===== config.mk =====
export PLATFORM = sky130hd
export DESIGN_NAME = branch_predictor_flat
export DESIGN_NICKNAME = d
export VERILOG_FILES = /design/src/rtl/branch_predictor_pkg.sv /design/src/rtl/branch_predictor_if.sv /design/src/rtl/branch_predictor_sat_counter.sv /design/src/rtl/branch_predictor.sv /design/src/flat_wrapper.sv
export SDC_FILE = /design/constraint.sdc
export NUM_CORES = 1
export LEC_CHECK = 0
export BUFFER_PORTS_ARGS = -buffer_cell sky130_fd_sc_hd__buf_2
export CORE_AREA = 3 3 262 264
export DETAILED_ROUTE_END_ITERATION = 8
export DIE_AREA = 0 0 265 267
export PLACE_DENSITY_LB_ADDON = 0.25
export RECOVER_POWER = 100
export SYNTH_ARGS = -nofsm -noshare
export SYNTH_HDL_FRONTEND = slang
export SYNTH_SLANG_ARGS = --single-unit

===== constraint.sdc =====
create_clock -name CLK -period 7.5 [get_ports CLK]
set_input_delay 0.75 -clock CLK [delete_from_list [all_inputs] [get_ports CLK]]
set_output_delay 0.75 -clock CLK [all_outputs]
set_load 0.01 [all_outputs]

===== src/rtl/branch_predictor_pkg.sv =====
// Shared types and helpers for the fetch-stage branch target buffer.
package branch_predictor_pkg;

    typedef logic [31:0] word_t;

    typedef enum logic [1:0] {
        BP_STATIC_NT = 2'd0,
        BP_BIMODAL   = 2'd1,
        BP_HIT_TAKEN = 2'd2
    } bp_mode_t;

    localparam int unsigned BP_TARGET_W = 30;

    function automatic word_t seq_pc(input word_t pc);
        return pc + 32'd4;
    endfunction

endpackage


===== src/rtl/branch_predictor_if.sv =====
// Fetch lookup, EX-stage training and perf-counter signals of the branch predictor.
interface branch_predictor_if #(
    parameter int unsigned PERF_W = 32
) ();
    import branch_predictor_pkg::*;

    word_t              if_pc;
    logic               pred_taken;
    word_t              pred_target;
    logic               upd_en;
    word_t              upd_pc;
    logic               upd_uncond;
    logic               upd_taken;
    word_t              upd_target;
    logic               upd_mispred;
    logic               bp_clear;
    logic [PERF_W-1:0]  perf_branches;
    logic [PERF_W-1:0]  perf_mispred;

    modport master (
        output if_pc, upd_en, upd_pc, upd_uncond, upd_taken, upd_target,
               upd_mispred, bp_clear,
        input  pred_taken, pred_target, perf_branches, perf_mispred
    );

    modport slave (
        input  if_pc, upd_en, upd_pc, upd_uncond, upd_taken, upd_target,
               upd_mispred, bp_clear,
        output pred_taken, pred_target, perf_branches, perf_mispred
    );

endinterface


===== src/rtl/branch_predictor_sat_counter.sv =====
// Combinational next-value logic for a W-bit saturating counter (load > set_max > inc > dec).
module sat_counter #(
    parameter int unsigned W = 2
) (
    input  logic [W-1:0] cur_i,
    input  logic         inc_i,
    input  logic         dec_i,
    input  logic         set_max_i,
    input  logic         load_i,
    input  logic [W-1:0] load_val_i,
    output logic [W-1:0] nxt_o
);

    always_comb begin
        nxt_o = cur_i;
        if (load_i) begin
            nxt_o = load_val_i;
        end else if (set_max_i) begin
            nxt_o = '1;
        end else if (inc_i) begin
            if (cur_i != '1) nxt_o = cur_i + W'(1);
        end else if (dec_i) begin
            if (cur_i != '0) nxt_o = cur_i - W'(1);
        end
    end

endmodule


===== src/rtl/branch_predictor.sv =====
// Direct-mapped BTB with saturating counters: 0-cycle lookup at IF, trained from EX.
module branch_predictor
    import branch_predictor_pkg::*;
#(
    parameter int unsigned ENTRIES = 16,
    parameter int unsigned TAG_W   = 8,
    parameter int unsigned CTR_W   = 2,
    parameter int unsigned MODE    = 1,
    parameter int unsigned PERF_W  = 32
) (
    input  logic               CLK,
    input  logic               nRST,
    branch_predictor_if.slave  bp
);

    localparam int unsigned IDX_W  = $clog2(ENTRIES);
    localparam bp_mode_t    MODE_E = bp_mode_t'(2'(MODE));

    typedef struct packed {
        logic                   valid;
        logic [TAG_W-1:0]       tag;
        logic [BP_TARGET_W-1:0] target;
        logic [CTR_W-1:0]       ctr;
    } btb_entry_t;

    btb_entry_t tbl_q [ENTRIES];

    // Lookup path
    logic [IDX_W-1:0] rd_idx;
    logic [TAG_W-1:0] rd_tag;
    btb_entry_t       rd_entry;
    logic             rd_hit;
    logic             pred_taken;

    assign rd_idx   = bp.if_pc[IDX_W+1:2];
    assign rd_tag   = bp.if_pc[IDX_W+2 +: TAG_W];
    assign rd_entry = tbl_q[rd_idx];
    assign rd_hit   = rd_entry.valid && (rd_entry.tag == rd_tag);

    always_comb begin
        pred_taken = 1'b0;
        case (MODE_E)
            BP_BIMODAL:   pred_taken = rd_hit && rd_entry.ctr[CTR_W-1];
            BP_HIT_TAKEN: pred_taken = rd_hit;
            default:      pred_taken = 1'b0;
        endcase
    end

    assign bp.pred_taken  = pred_taken;
    assign bp.pred_target = pred_taken ? {rd_entry.target, 2'b00} : seq_pc(bp.if_pc);

    // Update path
    logic [IDX_W-1:0] upd_idx;
    logic [TAG_W-1:0] upd_tag;
    btb_entry_t       upd_entry;
    logic             upd_hit;
    logic [CTR_W-1:0] ctr_mid;
    logic [CTR_W-1:0] alloc_ctr;
    logic [CTR_W-1:0] ctr_d;
    btb_entry_t       wr_entry_d;
    logic             wr_en;

    assign upd_idx   = bp.upd_pc[IDX_W+1:2];
    assign upd_tag   = bp.upd_pc[IDX_W+2 +: TAG_W];
    assign upd_entry = tbl_q[upd_idx];
    assign upd_hit   = upd_entry.valid && (upd_entry.tag == upd_tag);

    always_comb begin
        ctr_mid            = '0;
        ctr_mid[CTR_W-1]   = 1'b1;
    end

    assign alloc_ctr = bp.upd_uncond ? '1 : ctr_mid;

    // A miss always loads the allocation value; the load is ignored unless taken.
    sat_counter #(.W(CTR_W)) u_entry_ctr (
        .cur_i      (upd_entry.ctr),
        .inc_i      (bp.upd_taken),
        .dec_i      (!bp.upd_taken),
        .set_max_i  (bp.upd_uncond),
        .load_i     (!upd_hit),
        .load_val_i (alloc_ctr),
        .nxt_o      (ctr_d)
    );

    always_comb begin
        wr_entry_d       = upd_entry;
        wr_entry_d.valid = 1'b1;
        wr_entry_d.tag   = upd_tag;
        wr_entry_d.ctr   = ctr_d;
        if (bp.upd_taken) wr_entry_d.target = bp.upd_target[31:2];
    end

    assign wr_en = bp.upd_en && (upd_hit || bp.upd_taken);

    always_ff @(posedge CLK or negedge nRST) begin
        if (!nRST) begin
            for (int unsigned i = 0; i < ENTRIES; i++) tbl_q[i] <= '0;
        end else if (bp.bp_clear) begin
            for (int unsigned i = 0; i < ENTRIES; i++) tbl_q[i].valid <= 1'b0;
        end else if (wr_en) begin
            tbl_q[upd_idx] <= wr_entry_d;
        end
    end

    // Performance counters
    logic [PERF_W-1:0] perf_br_q, perf_br_d;
    logic [PERF_W-1:0] perf_mp_q, perf_mp_d;

    sat_counter #(.W(PERF_W)) u_perf_br (
        .cur_i      (perf_br_q),
        .inc_i      (1'b1),
        .dec_i      (1'b0),
        .set_max_i  (1'b0),
        .load_i     (1'b0),
        .load_val_i ('0),
        .nxt_o      (perf_br_d)
    );

    sat_counter #(.W(PERF_W)) u_perf_mp (
        .cur_i      (perf_mp_q),
        .inc_i      (1'b1),
        .dec_i      (1'b0),
        .set_max_i  (1'b0),
        .load_i     (1'b0),
        .load_val_i ('0),
        .nxt_o      (perf_mp_d)
    );

    always_ff @(posedge CLK or negedge nRST) begin
        if (!nRST) begin
            perf_br_q <= '0;
            perf_mp_q <= '0;
        end else if (bp.upd_en) begin
            perf_br_q <= perf_br_d;
            if (bp.upd_mispred) perf_mp_q <= perf_mp_d;
        end
    end

    assign bp.perf_branches = perf_br_q;
    assign bp.perf_mispred  = perf_mp_q;

    logic unused_bits;
    assign unused_bits = ^{bp.if_pc, bp.upd_pc, bp.upd_target[1:0]};

endmodule


===== src/flat_wrapper.sv =====
// flat-port wrapper written by rule: the top's interface ports become plain ports
module branch_predictor_flat import branch_predictor_pkg::*;
#(
    parameter int unsigned ENTRIES = 16,
    parameter int unsigned TAG_W   = 8,
    parameter int unsigned CTR_W   = 2,
    parameter int unsigned MODE    = 1,
    parameter int unsigned PERF_W  = 32
)
  (CLK, nRST, bp_if_pc, bp_upd_en, bp_upd_pc, bp_upd_uncond, bp_upd_taken, bp_upd_target, bp_upd_mispred, bp_bp_clear, bp_pred_taken, bp_pred_target, bp_perf_branches, bp_perf_mispred);
  branch_predictor_if #(.PERF_W(PERF_W)) bp_i ();
  input  logic CLK;
  input  logic nRST;
  input wire logic [$bits(bp_i.if_pc)-1:0] bp_if_pc;
  input wire logic [$bits(bp_i.upd_en)-1:0] bp_upd_en;
  input wire logic [$bits(bp_i.upd_pc)-1:0] bp_upd_pc;
  input wire logic [$bits(bp_i.upd_uncond)-1:0] bp_upd_uncond;
  input wire logic [$bits(bp_i.upd_taken)-1:0] bp_upd_taken;
  input wire logic [$bits(bp_i.upd_target)-1:0] bp_upd_target;
  input wire logic [$bits(bp_i.upd_mispred)-1:0] bp_upd_mispred;
  input wire logic [$bits(bp_i.bp_clear)-1:0] bp_bp_clear;
  output wire logic [$bits(bp_i.pred_taken)-1:0] bp_pred_taken;
  output wire logic [$bits(bp_i.pred_target)-1:0] bp_pred_target;
  output wire logic [$bits(bp_i.perf_branches)-1:0] bp_perf_branches;
  output wire logic [$bits(bp_i.perf_mispred)-1:0] bp_perf_mispred;
  assign bp_i.if_pc = bp_if_pc;
  assign bp_i.upd_en = bp_upd_en;
  assign bp_i.upd_pc = bp_upd_pc;
  assign bp_i.upd_uncond = bp_upd_uncond;
  assign bp_i.upd_taken = bp_upd_taken;
  assign bp_i.upd_target = bp_upd_target;
  assign bp_i.upd_mispred = bp_upd_mispred;
  assign bp_i.bp_clear = bp_bp_clear;
  assign bp_pred_taken = bp_i.pred_taken;
  assign bp_pred_target = bp_i.pred_target;
  assign bp_perf_branches = bp_i.perf_branches;
  assign bp_perf_mispred = bp_i.perf_mispred;
  branch_predictor #(.ENTRIES(ENTRIES), .TAG_W(TAG_W), .CTR_W(CTR_W), .MODE(MODE), .PERF_W(PERF_W)) u_core (.CLK(CLK), .nRST(nRST), .bp(bp_i));
endmodule

After elaboration in Yosys (flattened, before gate mapping). Cells that the tools add are included.

Bits in registers: 720. Bits in latches: 0. Bits in writable memories: 0. Memory bits (read-only): 0. Bits of input ports: 103. Output and inout bits: 97. Memories kept: 0.

Add/sub/neg operators: 5. $mul: 0. Div/mod/pow operators: 0. Order comparisons: 3. Equal/unequal tests: 5. Shift-type cells: 0. Muxes and demuxes: 34. Bitwise logic cells: 3. Reduce and logical (&&, ||, !) cells: 11.

Operators with widths (count): bitwise mux 656 bit (1); two-way mux 656 bit (1); binary-select mux 41 bit (select 4 bit) (2); two-way mux 41 bit (5); demux 41 bit (select 4 bit) (1); adder 32 x 1 -> 32 bit (second input constant) (2); inequality test 32 bit (second input constant) (2); adder 32 x 3 -> 32 bit (second input constant) (1); two-way mux 32 bit (1); two-way mux 30 bit (1); two-way mux 1 bit (17); == test 8 bit (2); >= comparator 5 bit (second input constant) (2); two-way mux 2 bit (5); NOT 4 -> 5 bit (2); logical AND 1 bit (5); less-than comparator 5 x 1 -> 1 bit (second input constant) (1); AND reduction 2 bit (2); nonzero test 2 bit (2); AND reduction 3 bit (1); adder 2 x 1 -> 2 bit (second input constant) (1); inequality test 2 bit (second input constant) (1); subtractor 2 x 1 -> 2 bit (second input constant) (1); logical OR 1 bit (1); NOT 1 bit (1).

Logic depth before layout (Yosys ltp).
Depth in word-level cells: 12. Gate-level depth with buffers: 13. Mapped depth without buffers: 9.

By module. From an unflattened synthesis, not the netlist that was laid out.

Cells, all modules: 3058. Area total of the unflattened synthesis: 42349.4 um2.

By module, submodules not included: branch_predictor (times used 1, cells each 2432, area an instance 37956.4 um2, sequential area each 18017.3 um2); sat_counter at u_core.u_perf_br ... (times used 2, cells each 307, area an instance 2159.6 um2, sequential area each 0.0 um2); sat_counter at u_core.u_entry_ctr (times used 1, cells each 12, area an instance 73.8 um2, sequential area each 0.0 um2).

Worst setup path after synthesis. No wires, ideal clock.

Path kind: in2out. From: input bp_if_pc[2]. To: output bp_pred_target[10]. Arrival time: 3708 ps. Data required time: 6750 ps. Path slack: 3042 ps. Stages: 8. Path through: buf_2 buf_2 buf_2 clkbuf_1 buf_1 mux4_2 mux4_2 mux2_2.

Word-level cells in the longest chain between the ends: 8. Elaborated cells between the ends (all ways): 9. Classes of those cells: add/sub (1); eq/ne (1); mux (4); bitwise (1); reduce/logical (2).

Ends and longest elaborated chain: start: declaration (line flat_wrapper.sv:14) `input wire logic [$bits(bp_i.if_pc)-1:0] bp_if_pc;`; NOT 4 -> 5 bit (implied by the code) (line branch_predictor.sv:37) `assign rd_entry = tbl_q[rd_idx];`; binary-select mux 41 bit (select 4 bit) (line branch_predictor.sv:37); two-way mux 41 bit (implied by the code) (2 in a row) (line branch_predictor.sv:37); == test 8 bit (line branch_predictor.sv:38) `assign rd_hit = rd_entry.valid && (rd_entry.tag == rd_tag);`; logical AND 1 bit (line branch_predictor.sv:38); logical AND 1 bit (line branch_predictor.sv:43) `BP_BIMODAL: pred_taken = rd_hit && rd_entry.ctr[CTR_W-1];`; two-way mux 32 bit * (line branch_predictor.sv:50) `assign bp.pred_target = pred_taken ? {rd_entry.target, 2'b00} : seq_pc(bp.if_pc);`; end: declaration (line flat_wrapper.sv:23) `output wire logic [$bits(bp_i.pred_target)-1:0] bp_pred_target;`.

Mark *: on every way between the ends. The rest lies on a longest branch, timed or not. The select of a mux whose other input is x is not followed.

Final worst setup path.
From: input bp_upd_pc[2]. To: register u_core.tbl_q[472] (netlist name).

Word-level cells in the longest chain between the ends: 9. Elaborated cells between the ends (all ways): 16. Classes of those cells: order compare (2); eq/ne (1); mux (7); bitwise (1); reduce/logical (5).

Ends and longest elaborated chain: start: declaration (line flat_wrapper.sv:16) `input wire logic [$bits(bp_i.upd_pc)-1:0] bp_upd_pc;`; NOT 4 -> 5 bit (implied by the code) * (line branch_predictor.sv:65, branch_predictor.sv:102); binary-select mux 41 bit (select 4 bit) (line branch_predictor.sv:65) `assign upd_entry = tbl_q[upd_idx];`; two-way mux 41 bit (implied by the code) (2 in a row) (line branch_predictor.sv:65); == test 8 bit (line branch_predictor.sv:66) `assign upd_hit = upd_entry.valid && (upd_entry.tag == upd_tag);`; logical AND 1 bit (line branch_predictor.sv:66); logical OR 1 bit (line branch_predictor.sv:94) `assign wr_en = bp.upd_en && (upd_hit || bp.upd_taken);`; logical AND 1 bit (line branch_predictor.sv:94); AND reduction 2 bit (no source line); end signal: indexed assignment (line branch_predictor.sv:102) `tbl_q[upd_idx] <= wr_entry_d;`; end: declaration (line branch_predictor.sv:26) `btb_entry_t tbl_q [ENTRIES];`.

Marked as above. A chain may end at the register's enable or synchronous reset.

==> flow_metrics.tcl <==
set metrics [dict create \
    synth_edf_count 0 \
    p_sw_mw 2.56 \
    postCtsHoldBufs 0 \
    dpl.hpwl_um 59000 \
    cap_viol_max_count 7 \
    num_rows 95 \
    finalHoldViolations 0 \
    critPathRequiredTime_ns 7.99 \
    slew_headroom_pct -277 \
    pwr-share-comb_pct 15.1 \
    htree_levels 3 \
    drc 0 \
    fin_cells 3496 \
    rrSetupSlack_ns 2.50 \
    worst_slew_pin_slew_ns 5.66 \
    fmax_mhz 160 \
    synth_common_cells "dfrtp_1, mux2_2, mux4_2" \
    nNetsFinal 2671 \
    fin_skew_ns 0.0307 \
    p_int_mw 7.40 \
    clkTransAtPathRegs_ns 0.06 \
    worstHoldEndpoint "u_core.tbl_q[205]" \
    grt_pass1_vias 25074 \
    violations "capacitance limit, slew limit" \
    grt_remaining_overflow 0 \
    period_share_pct 83.2 \
    synth_top_area_share_pct 46.9 \
    grt_pass1_wl_um 154000 \
    grt_usage_pct 28.8 \
    cts_sinks 720 \
    crit_type "in -> reg" \
    holdWs_ns 0.485 \
    post_drt_wl_per_cell_um 28.6 \
    synth_ff_type "dfrtp_1" \
    antenna_left 0 \
    fillCellCount 4797 \
    cts_tree "done" \
    ff2ff_path_depth 9 \
    sw_frac_of_total_pct 25.7 \
    p_seq_share_pct 46.2 \
    synth_cells 2482 \
    synth_seq_cells 720 \
    setup_slack_ns 1.26 \
    grt_max_degree 182 \
    yosysUniqueCellTypes 53 \
    drive_gt1_share_pct 49.3 \
    async_flop_share_pct 100 \
    reg2reg_from "u_core.tbl_q[366]" \
    min_path_cells 1 \
    holdCritStartpoint "u_core.tbl_q[205]" \
    synthesis.nets 2588 \
    cp-end-kind "register" \
    antenna_found_initial 4 \
    start_util_pct 57.6 \
    clock_latency_ns 0.63 \
    firstDrtPassIters 7 \
    vdd_drop_max_mv 0.211 \
    syn_area_um2 38500 \
    syn_avg_cell_area_um2 15.5 \
    dp_worst_setup_slack_ns 1.68 \
    cts-root-buf "clkbuf_16" \
    power.density_nw_per_um2 235 \
    start_kind "input pin" \
    hold_path.class "reg -> reg" \
    wirelength_um 100000 \
    top_level_ports 200 \
    finalPower_mw 9.97 \
    rsz0062_at_grt "false" \
    vias_per_cell 6.74 \
    synth.area.top_cells "dfrtp_1, mux4_2, mux2_2, xnor2_1, mux2_1" \
    clockBufferDepth 3 \
    critPathMaxFanout 78 \
    status "complete, but fails checks" \
    rr_endpoint "u_core.tbl_q[472]" \
    post_cts_resized 0 \
    synth.most_common_cell "dfrtp_1" \
    p_clk_share_pct 38.7 \
    vias 23555 \
    syn_to_final_growth_pct 10.1 \
    first_iter_violations 1893 \
    dieWidth_um 265 \
    p_leak_nw 18.8 \
    setup_viol 0 \
    drv_slew 211 \
    cts_made_buffers 77 \
    gp_congestion 0.849 \
    postCtsSetupRepairBufs 0 \
    tns_ns 0 \
    yosysWarnings 0 \
    crit_arrival_ns 6.74 \
    yosysSeqAreaShare_pct 46.9 \
    core_um2 66800 \
    place_inst 3359 \
    period_minus_slack_ns 6.24 \
    die-area_um2 70800 \
    die_h_um 267 \
    yosys.area.top_type "dfrtp_1" \
    port_buffers 177 \
]
==> per-stage QoR <==
step / util (%) / cell area, um2
floorplan: - / 38500
global placement: 60.0 / 40100
detailed placement: 60.0 / 40100
CTS: 63.8 / 42600
global route: 63.4 / 42300
finish: 63.4 / 42300
==> how the worst max path moves through the flow <==
stage / end / startpoint
after floorplan: bp_pred_target[10] / bp_if_pc[2]
after global placement: bp_pred_target[28] / bp_if_pc[2]
after detailed placement: u_core.tbl_q[339] / bp_upd_pc[5]
after CTS: bp_pred_target[30] / bp_if_pc[2]
after global routing: u_core.tbl_q[472] / bp_upd_pc[2]
final: u_core.tbl_q[472] / bp_upd_pc[2]
==> sequential cells by signal, summed over array words and instances (netlist names) <==
signal / cells
u_core.tbl_q: 656
u_core.bp.perf_branches: 32
u_core.bp.perf_mispred: 32
==> critical path, stage by stage <==
cell	delay [ns]
buf_8	0.60
clkbuf_2	1.51
mux2i_1	0.40
xnor2_1	0.34
a31o_1	0.31
a31oi_4	0.35
nor2_4	0.95
clkbuf_1	1.01
mux2_2	0.43
==> placed cells by master, fill, tap and decap left out, types with 10 or more instances in the layout <==
cell type	Yosys	final
a21o_1	16	16
nand3_1	45	45
buf_2	84	85
xor2_1	33	33
dfrtp_1	720	720
clkbuf_16	0	78
mux2_2	672	663
nand4_1	19	19
clkbuf_8	0	10
mux2i_1	21	21
clkinv_2	0	17
buf_4	12	18
mux4_2	372	372
xnor2_1	73	73
and3_1	15	15
mux2_1	43	52
o21ai_0	13	13
nor3_1	12	12
clkbuf_1	94	111
and4_1	10	10
nor2_1	37	35
buf_12	0	10
nand2_1	71	71
==> cell families (layout without fill, tap and decap cells) <==
kind of cell               count (synthesis)  in the layout  synth area share [%]
AOI/OAI and AO/OA                         68             68                  1.35
buffers and inverters                    225            364                  2.63
other                                      0              2                     0
and+or+nand+nor                          250            250                  3.34
DFF                                      720            720                  46.9
muxes                                   1108           1108                  43.3
xor gates and xnor gates                 106            106                  2.41
adders and majority gates                  5              5                 0.150
==> area by class of cell <==
type / instances / area (um2) / area share (%)
Antenna cell: 2 / 5.00 / 0.0118
Clock buffer: 104 / 2140 / 5.05
Clock inverter: 31 / 384 / 0.907
Inverter: 8 / 30.0 / 0.0709
Multi-Input combinational cell: 1537 / 19500 / 45.9
Sequential cell: 720 / 18000 / 42.6
Tap cell: 873 / 1090 / 2.58
Timing Repair Buffer: 221 / 1220 / 2.89
==> routing by layer <==
metal / track usage, % / share of wire [%] / vias to the layer above
met5: 0 / 0.018 / -
met4: 11.0 / 3.5 / 4
met3: 4.29 / 6.1 / 226
met2: 48.8 / 50 / 891
met1: 38.2 / 40 / 12720
li1: - / - / 9714
==> power by group through the flow <==
stage	sequential, mW	combinational [mW]	clock [mW]
floorplan	4.57	1.11	0
detailed placement	4.66	1.52	0
global route	4.65	1.62	4.08
finish	4.61	1.50	3.85
global placement	4.61	1.47	0
CTS	4.59	1.53	3.92
Power figures use the tool's default switching activity.
